## config.mk

```make
export PLATFORM = sky130hd
export DESIGN_NAME = ram_bist_sequencer
export DESIGN_NICKNAME = d
export VERILOG_FILES = /design/src/rtl/ram_bist_sequencer.sv
export SDC_FILE = /design/constraint.sdc
export NUM_CORES = 1
export LEC_CHECK = 0
export ABC_AREA = 1
export BUFFER_PORTS_ARGS = -buffer_cell sky130_fd_sc_hd__clkbuf_2
export CAP_MARGIN = 20
export CORE_ASPECT_RATIO = 0.5
export CORE_UTILIZATION = 40
export CTS_CLUSTER_SIZE = 14
export DETAILED_ROUTE_END_ITERATION = 6
export GPL_TIMING_DRIVEN = 0
export SYNTH_ARGS = -nofsm -noshare
export SYNTH_HDL_FRONTEND = slang
export SYNTH_SLANG_ARGS = --single-unit
```

## constraint.sdc

```tcl
create_clock -name clk -period 1.6 [get_ports clk]
set_input_delay 0.32 -clock clk [delete_from_list [all_inputs] [get_ports clk]]
set_output_delay 0.32 -clock clk [all_outputs]
set_load 0.02 [all_outputs]
```

## src/rtl/ram_bist_sequencer.sv

```systemverilog
// Memory BIST sequencer: fills every RAM word with an address-derived pattern, reads it
// back through a READ_LATENCY-deep compare pipeline and reports pass, first failing address and count.
module ram_bist_sequencer #(
  parameter int ADDR_WIDTH   = 4,
  parameter int DATA_WIDTH   = 4,
  parameter int READ_LATENCY = 1
) (
  input  logic                  clk,
  input  logic                  reset_n,
  input  logic                  start,
  input  logic                  pattern_sel,
  output logic                  busy,
  output logic                  done,
  output logic                  pass,
  output logic [ADDR_WIDTH-1:0] fail_addr,
  output logic [ADDR_WIDTH:0]   fail_count,
  output logic                  ram_wren,
  output logic [ADDR_WIDTH-1:0] ram_address,
  output logic [DATA_WIDTH-1:0] ram_data,
  input  logic [DATA_WIDTH-1:0] ram_q
);

  typedef enum logic [2:0] {IDLE, WRITE, READ, DRAIN, DONE} state_t;

  localparam logic [ADDR_WIDTH-1:0] LAST_ADDR  = '1;
  localparam logic [1:0]            DRAIN_LAST = 2'(READ_LATENCY - 1);
  localparam int                    PIPE_W     = READ_LATENCY * ADDR_WIDTH;

  state_t                  state, state_n;
  logic                    sel, sel_n;
  logic [1:0]              drain_cnt, drain_cnt_n;
  logic                    busy_n, done_n, pass_n, wren_n, mismatch;
  logic [ADDR_WIDTH-1:0]   fail_addr_n, address_n;
  logic [ADDR_WIDTH:0]     fail_count_n;
  logic [DATA_WIDTH-1:0]   data_n;
  // Bit/slot 0 holds the newest read issue; slot READ_LATENCY-1 lines up with ram_q.
  logic [READ_LATENCY-1:0]                 pipe_vld;
  logic [READ_LATENCY-1:0][ADDR_WIDTH-1:0] pipe_addr;

  function automatic logic [DATA_WIDTH-1:0] pattern(input logic s, input logic [ADDR_WIDTH-1:0] a);
    logic [ADDR_WIDTH-1:0] v;
    v = s ? a : ~a;
    return DATA_WIDTH'(v);
  endfunction

  always_ff @(posedge clk or negedge reset_n) begin
    if (!reset_n) begin
      state       <= IDLE;
      sel         <= 1'b0;
      drain_cnt   <= '0;
      busy        <= 1'b0;
      done        <= 1'b0;
      pass        <= 1'b0;
      fail_addr   <= '0;
      fail_count  <= '0;
      ram_wren    <= 1'b0;
      ram_address <= '0;
      ram_data    <= '0;
      pipe_vld    <= '0;
      pipe_addr   <= '0;
    end else begin
      state       <= state_n;
      sel         <= sel_n;
      drain_cnt   <= drain_cnt_n;
      busy        <= busy_n;
      done        <= done_n;
      pass        <= pass_n;
      fail_addr   <= fail_addr_n;
      fail_count  <= fail_count_n;
      ram_wren    <= wren_n;
      ram_address <= address_n;
      ram_data    <= data_n;
      pipe_vld    <= READ_LATENCY'({pipe_vld, state == READ});
      pipe_addr   <= PIPE_W'({pipe_addr, ram_address});
    end
  end

  always_comb begin
    state_n      = state;
    sel_n        = sel;
    drain_cnt_n  = drain_cnt;
    busy_n       = busy;
    done_n       = 1'b0;
    pass_n       = pass;
    wren_n       = ram_wren;
    address_n    = ram_address;
    data_n       = ram_data;
    mismatch     = pipe_vld[READ_LATENCY-1] &&
                   (ram_q != pattern(sel, pipe_addr[READ_LATENCY-1]));
    fail_count_n = fail_count + (ADDR_WIDTH+1)'(mismatch);
    fail_addr_n  = (mismatch && fail_count == '0) ? pipe_addr[READ_LATENCY-1] : fail_addr;

    case (state)
      IDLE: begin
        if (start) begin
          state_n      = WRITE;
          sel_n        = pattern_sel;
          pass_n       = 1'b0;
          fail_addr_n  = '0;
          fail_count_n = '0;
          busy_n       = 1'b1;
          wren_n       = 1'b1;
          address_n    = '0;
          data_n       = pattern(pattern_sel, '0);
        end
      end
      WRITE: begin
        if (ram_address == LAST_ADDR) begin
          state_n   = READ;
          wren_n    = 1'b0;
          address_n = '0;
        end else begin
          address_n = ram_address + ADDR_WIDTH'(1);
          data_n    = pattern(sel, ram_address + ADDR_WIDTH'(1));
        end
      end
      READ: begin
        if (ram_address == LAST_ADDR) begin
          state_n     = DRAIN;
          drain_cnt_n = '0;
        end else begin
          address_n = ram_address + ADDR_WIDTH'(1);
        end
      end
      DRAIN: begin
        // The last compare lands on this edge, so pass must see the updated count.
        if (drain_cnt == DRAIN_LAST) begin
          state_n = DONE;
          busy_n  = 1'b0;
          done_n  = 1'b1;
          pass_n  = (fail_count_n == '0);
        end else begin
          drain_cnt_n = drain_cnt + 2'd1;
        end
      end
      DONE:    state_n = IDLE;
      default: state_n = IDLE;
    endcase
  end

endmodule
```

Yosys cells after proc, flatten, opt, wreduce, memory -nomap -nowiden
Index checks and enable logic that the tools add are counted.

operators by class
  add/sub/neg operators = 3
  eq/ne operators = 12
  multiplexer cells = 33
  bitwise gates (word level) = 2
  reduce and logical (&&, ||, !) cells = 17

operator list
  kind                                                                    count
  4-bit two-way mux                                                       11
  3-bit AND reduction                                                     5
  3-bit two-way mux                                                       4
  2-bit inequality test (second input constant)                           6
  3-bit one-hot mux with 4 select lines                                   1
  4-bit one-hot mux with 3 select lines                                   1
  5-bit zero test                                                         2
  5-bit two-way mux                                                       2
  4-bit inverter                                                          2
  4-bit one-hot mux with 2 select lines                                   1
  1-bit two-way mux                                                       7
  3-bit by 2-bit equality test with 1-bit output (second input constant)  2
  1-bit one-hot mux with 2 select lines                                   3
  2-bit nonzero test                                                      3
  5-bit by 1-bit adder with 5-bit output                                  1
  4-bit by 1-bit adder with 4-bit output (second input constant)          1
  4-bit equality test (second input constant)                             1
  2-bit two-way mux                                                       2
  4-bit inequality test                                                   1
  2-bit one-hot mux with 2 select lines                                   1
  4-bit AND reduction                                                     1
  3-bit by 1-bit equality test with 1-bit output (second input constant)  1
  3-bit zero test                                                         1
  3-bit nonzero test                                                      1
  5 further kinds                                                         6

storage, ports and cells
  register bits = 32
  bits of input ports = 8
  output and inout port bits = 21
  word-level logic and storage cells = 80

Logic depth before layout (Yosys ltp)
Gate-level depths: netlist (run 1).

  depth in word-level cells = 8
  gate-level depth with buffers = 14
  depth with buffers taken out = 14

Worst setup path before layout (run 1)
Ideal clock, no wire load.

  kind = register to register
  from = register sel
  to = register pass
  library setup time = 117 ps
  arrival = 1662 ps
  slack = -179 ps
  stages on the path, launching flop included = 13
  period minus slack after synthesis = 1779 ps
  path through = dfrtp_1 > buf_4 > nand3_1 > nand2_1 > nor2_1 > a21boi_0 > ha_1 > ha_1 > nand3_1 > xor2_1 > a21oi_1 > nand3_1 > nand2_1

on the way
  cells in the longest elaborated chain, start to end = 7

ends and longest elaborated chain
  element                                 line  text
  start: declaration                      30    logic sel, sel_n;
  start signal: assignment                63    sel <= sel_n;
  4-bit two-way mux                       42    v = s ? a : ~a;
  4-bit inequality test                   89    (ram_q != pattern(sel, pipe_addr[READ_LATENCY-1]));
  1-bit logical AND                       88    mismatch = pipe_vld[READ_LATENCY-1] &&
  5-bit by 1-bit adder with 5-bit output  90    fail_count_n = fail_count + (ADDR_WIDTH+1)'(mismatch);
  5-bit zero test                         131   pass_n = (fail_count_n == '0);
  1-bit two-way mux                       127   if (drain_cnt == DRAIN_LAST) begin
  1-bit one-hot mux with 2 select lines   93    case (state)
  end signal: assignment                  67    pass <= pass_n;
  end: declaration                        14    output logic pass,

Every way passes these cells. The select of a mux whose other input is x is not followed.
A chain may end at the register's enable or synchronous reset.

Final worst setup path (run 1)
  from = register pipe_addr[3] (netlist bit)
  to = register pass

on the way
  cells in the longest elaborated chain, start to end = 8

ends and longest elaborated chain
  element                                   line  text
  start: declaration                        38    logic [READ_LATENCY-1:0][ADDR_WIDTH-1:0] pipe_addr;
  start signal: assignment                  74    pipe_addr <= PIPE_W'({pipe_addr, ram_address});
  4-bit inverter                            42
  4-bit two-way mux *                       42
  4-bit inequality test *                   89
  1-bit logical AND *                       88
  5-bit by 1-bit adder with 5-bit output *  90
  5-bit zero test *                         131
  1-bit two-way mux *                       127
  1-bit one-hot mux with 2 select lines *   93

Mark *: on every way between the ends. The rest lies on a longest branch, timed or not. The select of a mux whose other input is x is not followed.

==> run metrics, run 1 <==
global-route wire length before repair=5390 um; sequential share of power=32.7%; setup violators final=3; H-Tree Depth=2; initial antenna violation count=0; status=complete, but fails checks; Async SR Flop Fraction=100%; crit-path max FO=2; port bufs=28; Worst Hold Class=input pin to asynchronous set/reset pin; Clk Latency, worst-skew pair=280 ps; final wirelength=3290 um; most frequent cells in the layout=43 x nand2_1, 31 x inv_1, 30 x dfrtp_1; clock network fraction of design power=15.3%; row cnt=16; sw frac=45.5%; CP endpoint kind=flop; ANT nets after route=0; Area Growth Syn to Fin=24.8%; Die X=93.9 um; Synth Cell Area=0.00169 mm^2; Num CTS Buffers=5; Yosys top cell area share=47.4%; clk buf depth=2; via count=1363; post-synth top area cell=dfrtp_1; share of layout cells above drive strength 1=35.8%; gr usage total=16.5%; arrival time at the worst endpoint=2030 ps; setup_tns=-338 ps; actual slew at the worst max-slew pin=791 ps; Die Span Y=47.9 um; Final WS setup=-202 ps; met3 WL=120 um; number of global-route vias before repair=1178; Initial Utilization=42.6%; Vias/cell=4.59; ranking of synthesized cells by area=dfrtp_1 47%, nand2_1 11%, inv_1 8.0%; Final HPWL DP=2410 um; clk root buf=clkbuf_8; Routability Congestion=0.769; ratio of final minimum period to clock period=113%; synth warn=0; worst rel slew slack=47.3%; hold buffers post-CTS=0; synth unique cells=30; sequential fraction of the synthesis area=47.4%; failing checks=setup timing; Highest Signal Layer=met4; Yosys reg bits=32; worst r2r path cells=14; syn nets=213; max frequency=555 MHz; cell-internal power=2.30 mW; Switching Power=1.91 mW; CTS Sinks=32; DR WL met2=1480 um; Cell Pwr Density=2000 mW/mm^2; wire per inst=11.1 um; critical path startpoint category=flop; Combinational Power Share=52.0%; Core Area=0.00396 mm^2; RSZ-0062 raised after global routing=yes; main flop type after synthesis=dfrtp_1; initial DRC count=31; # diodes=0; CTS clk-pin slew, worst paths=70 ps; Max Slew Vio Count=0; nets=254; Routed met1 length=1650 um; largest net degree at the start of global routing=33; router iterations before antenna repair=4; CTS tree=built; Gate Count Post-Synth=201; clk_skew=2.92 ps; number of hold violations in the final report=0; Final min period=1800 ps; Avg Synthesized Cell Area=8.40 um^2; Peak VDD IR=0.771 mV; pre-CTS setup slack=-303 ps; die area=0.00450 mm^2; CP required=1820 ps; leading cell type in the layout, fill and taps excluded=nand2_1; max cap viols=0; grt total ovfl=0; DRC=0; I/O pins=29; Power, Total=4.21 mW; type of the worst setup path=flop to flop; number of synthesized flops with an enable pin=0; Leakage=1.12 nW
==> timing repair <==
action                                  4_1_cts  5_1_grt
endpoints found under the setup margin        4        8
buffers inserted                              4        2
resized for setup                             6       14
pin swaps                                     9        7
==> worst paths after layout <==
check / start / to / slack (ps)
min: reset_n / ram_data[0] / 110
min in group clk: pattern_sel / sel / 290
max reg2reg: pipe_addr[3] / pass / -200
max in group asynchronous: reset_n / ram_address[0] / 930
min reg2reg: ram_address[1] / pipe_addr[1] / 430
max: pipe_addr[3] / pass / -200
==> synthesized netlist by cell type (all sizes together), types with 3 or more instances <==
cell type / instances
nand2: 52
inv: 44
dfrtp: 32
nor2: 20
o21ai: 12
nand3: 11
nand4: 5
a21oi: 4
ha: 4
xor2: 4
a22oi: 3
==> per-stage QoR <==
step                utilization, %  instances  hold slack, ps  area, um^2
floorplan                        -        201            24.4        1710
global placement              48.4        283             442        1920
detailed placement            48.4        283             452        1920
CTS                           52.0        295             147        2060
global route                  53.2        297             168        2110
finish                        53.2        297             108        2110
==> logic make-up after synthesis <==
family / synth area share (%)
AND/OR/NAND/NOR: 26.6
buffers and inverters: 10.9
adder cells (fa/ha/maj): 2.97
flip-flops: 47.4
XOR/XNOR: 3.11
AO/OA/AOI/OAI: 8.97
==> layout make-up <==
type,count,area (um^2)
fill,396,1860
sequential,32,803
multi-input combinational,123,768
timing repair buffer,34,185
inverter,45,179
clock buffer,6,82.6
tap,54,67.6
buffer,1,11.3
clock inverter,2,10.0
==> power by group through the flow <==
stage                     clock (mW)  sequential (mW)  combinational (mW)
final                          0.644             1.38                2.19
after global routing           0.706             1.42                2.46
after CTS                      0.663             1.37                2.13
after detailed placement           0             1.38                2.02
after global placement             0             1.37                1.98
after floorplan                    0             1.57                1.33
==> worst max-delay path, stage by stage, from the launching register on <==
cell and delay, ps:
dfrtp_1 400, inv_2 70, nand2_2 50, nand2_1 70, nor2_1 50, nand2_2 60, nand2_2 60, a21boi_2 130
ha_2 210, ha_4 150, nand3_4 70, xor2_2 160, a21oi_1 110, nand3_1 90, nand2_1 60
==> flip-flops by register name, indices dropped and copies added (netlist names) <==
| signal | cells |
|---|---|
| pipe_vld | 1 |
| sel | 1 |
| fail_addr | 4 |
| ram_wren | 1 |
| ram_address | 4 |
| busy | 1 |
| ram_data | 4 |
| fail_count | 5 |
| done | 1 |
| pass | 1 |
| pipe_addr | 4 |
| drain_cnt | 2 |
| state | 3 |
==> layer usage <==
metal	GRT usage (%)	vias to the layer above
met4	5.54	0
met5	0	-
li1	-	707
met3	4.76	6
met1	22.4	631
met2	25.8	19
Note: power is estimated with default switching activity, not from simulation.
==> inputs of run 2 (changes only) <==
==> constraint.sdc (replaced) <==
create_clock -name clk -period 1.6 [get_ports clk]
set_input_delay 0.08 -clock clk [delete_from_list [all_inputs] [get_ports clk]]
set_output_delay 0.08 -clock clk [all_outputs]
set_load 0.02 [all_outputs]
==> run metrics, run 2 (synthesized netlist as in run 1, its figures left out) <==
status=complete, but fails checks; failing checks=setup timing; row cnt=16 (unchanged); CP endpoint kind=flop; grt total ovfl=0 (unchanged); final wirelength=3310 um (+0.79%); Die X=93.9 um (unchanged); Finished Layout Cells=298 (+0.34%); # diodes=0 (unchanged); most frequent cells in the layout=43 x nand2_1, 31 x inv_1, 30 x dfrtp_1; initial antenna violation count=0 (unchanged); share of layout cells above drive strength 1=35.7% (-0.15 points); Final min period=1800 ps (unchanged); worst rel slew slack=47.4% (+0.11 points); setup_tns=-338 ps (unchanged); crit-path max FO=2 (unchanged); Cell Pwr Density=1990 mW/mm^2 (-0.44%); ANT nets after route=0 (unchanged); Peak VDD IR=0.776 mV (+0.64%); max frequency=555 MHz (unchanged); number of hold violations in the final report=0 (unchanged); wire per inst=11.1 um (+0.45%); type of the worst setup path=flop to flop; Combinational Power Share=52.0% (about the same); global-route wire length before repair=5430 um (+0.78%); CTS Sinks=32 (unchanged); largest net degree at the start of global routing=33 (unchanged); Leakage=1.12 nW (+0.37%); H-Tree Depth=2 (unchanged); initial DRC count=34 (+9.7%); Final HPWL DP=2410 um (unchanged); sw frac=45.4% (about the same); Area Growth Syn to Fin=25.4%; router iterations before antenna repair=4 (unchanged); port bufs=28 (unchanged); Min Hold Slack=49.4 ps (-58.4 ps); CTS tree=built; die area=0.00450 mm^2 (unchanged); CP required=1820 ps (about the same); arrival time at the worst endpoint=2030 ps (about the same); gr usage total=16.6% (+0.14 points); clk_skew=3.02 ps (+0.0997 ps); sequential share of power=32.7% (about the same); DRC=0 (unchanged); Initial Utilization=42.6% (unchanged); Layout fillers=395 (-0.25%); number of global-route vias before repair=1188 (+0.85%); Final WS setup=-202 ps (unchanged); Clk Latency, worst-skew pair=280 ps (about the same); actual slew at the worst max-slew pin=789 ps (-1.62 ps); Routability Congestion=0.769 (unchanged); ratio of final minimum period to clock period=113% (unchanged); dpl cells=283 (unchanged); I/O pins=29 (unchanged); leading cell type in the layout, fill and taps excluded=nand2_1; critical path startpoint category=flop; Core Area=0.00396 mm^2 (unchanged); via count=1370 (+0.51%); Switching Power=1.91 mW (about the same); max reg flops=5 (unchanged); Top reg by flops=fail_count; Die Span Y=47.9 um (unchanged); nets=255 (+0.39%); RSZ-0062 raised after global routing=yes; clk buf depth=2 (unchanged); Vias/cell=4.60 (+0.18%); max cap viols=0 (unchanged); setup violators final=3 (unchanged); CTS clk-pin slew, worst paths=70 ps (about the same); clock network fraction of design power=15.3% (about the same); clk root buf=clkbuf_8; cell-internal power=2.30 mW (about the same); Num CTS Buffers=5 (unchanged); Max Slew Vio Count=0 (unchanged); Worst Hold Class=input pin to flop
[run 2: cell count changes in the layout (fill, tap and decap cells not counted), sizes merged]
cell / previous run / this run
dlygate4sd3: 0 / 1
[run 2: final timing paths]
check	start	slack [ps]	end	depth (start not counted)
setup / recovery	pipe_addr[3]	-200	pass	14
hold / removal	pattern_sel	50	sel	3
setup reg to reg	pipe_addr[3]	-200	pass	14
hold reg to reg	ram_address[1]	430	pipe_addr[1]	0
max in group asynchronous	reset_n	610	ram_address[0]	2
min in group asynchronous	reset_n	430	ram_data[0]	2
[run 2: cell type report]
type                            count  area, um^2  area share, %
Buffer                              1        11.3          0.532
Clock buffer                        6        82.6           3.90
Clock inverter                      2        10.0          0.473
Inverter                           45         179           8.45
Multi-Input combinational cell    123         768           36.3
Sequential cell                    32         803           37.9
Tap cell                           54        67.6           3.19
Timing Repair Buffer               35         195           9.22
[run 2: power groups by stage]
stage / Clock [mW] / Sequential (mW) / Combinational, mW
finish: 0.644 / 1.38 / 2.19
global route: 0.706 / 1.42 / 2.46
CTS: 0.663 / 1.37 / 2.13
detailed placement: 0 / 1.38 / 2.02
global placement: 0 / 1.37 / 1.98
floorplan: 0 / 1.57 / 1.33
[run 2: layer usage]
layer / GRT usage [%] / part of all wire [%] / up-vias
li1: - / - / 709
met5: 0 / 0 / -
met4: 5.54 / 1.2 / 0
met1: 22.4 / 50 / 636
met3: 4.76 / 3.6 / 6
met2: 26.4 / 45 / 19
[run 2: per-stage QoR]
step / setup WS, ps / power (mW) / utilization [%] / instance area (um^2)
4_1_cts: -221 / 4.16 / 52.2 / 2070
3_5_place_dp: -296 / 3.40 / 48.4 / 1920
3_3_place_gp: -240 / 3.35 / 48.4 / 1920
2_1_floorplan: -116 / 2.90 / - / 1710
6_report: -202 / 4.21 / 53.4 / 2120
5_1_grt: -319 / 4.59 / 53.4 / 2120
[run 2: what timing repair did]
| action | in CTS | in global routing |
|---|---|---|
| hold buffers | 1 | 0 |
| cloned | 0 | 0 |
| pin swaps | 9 | 7 |
| setup buffers | 4 | 2 |
| setup endpoints to repair | 4 | 8 |
| gates resized for setup | 6 | 14 |
| endpoints found under the hold margin | 32 | 0 |
[run 2: worst max-delay path, stage by stage, from the launching register on]
cell	delay, ps
dfrtp_1	400
inv_2	70
nand2_2	50
nand2_1	70
nor2_1	50
nand2_2	60
nand2_2	60
a21boi_2	130
ha_2	210
ha_4	150
nand3_4	70
xor2_2	160
a21oi_1	110
nand3_1	90
nand2_1	60
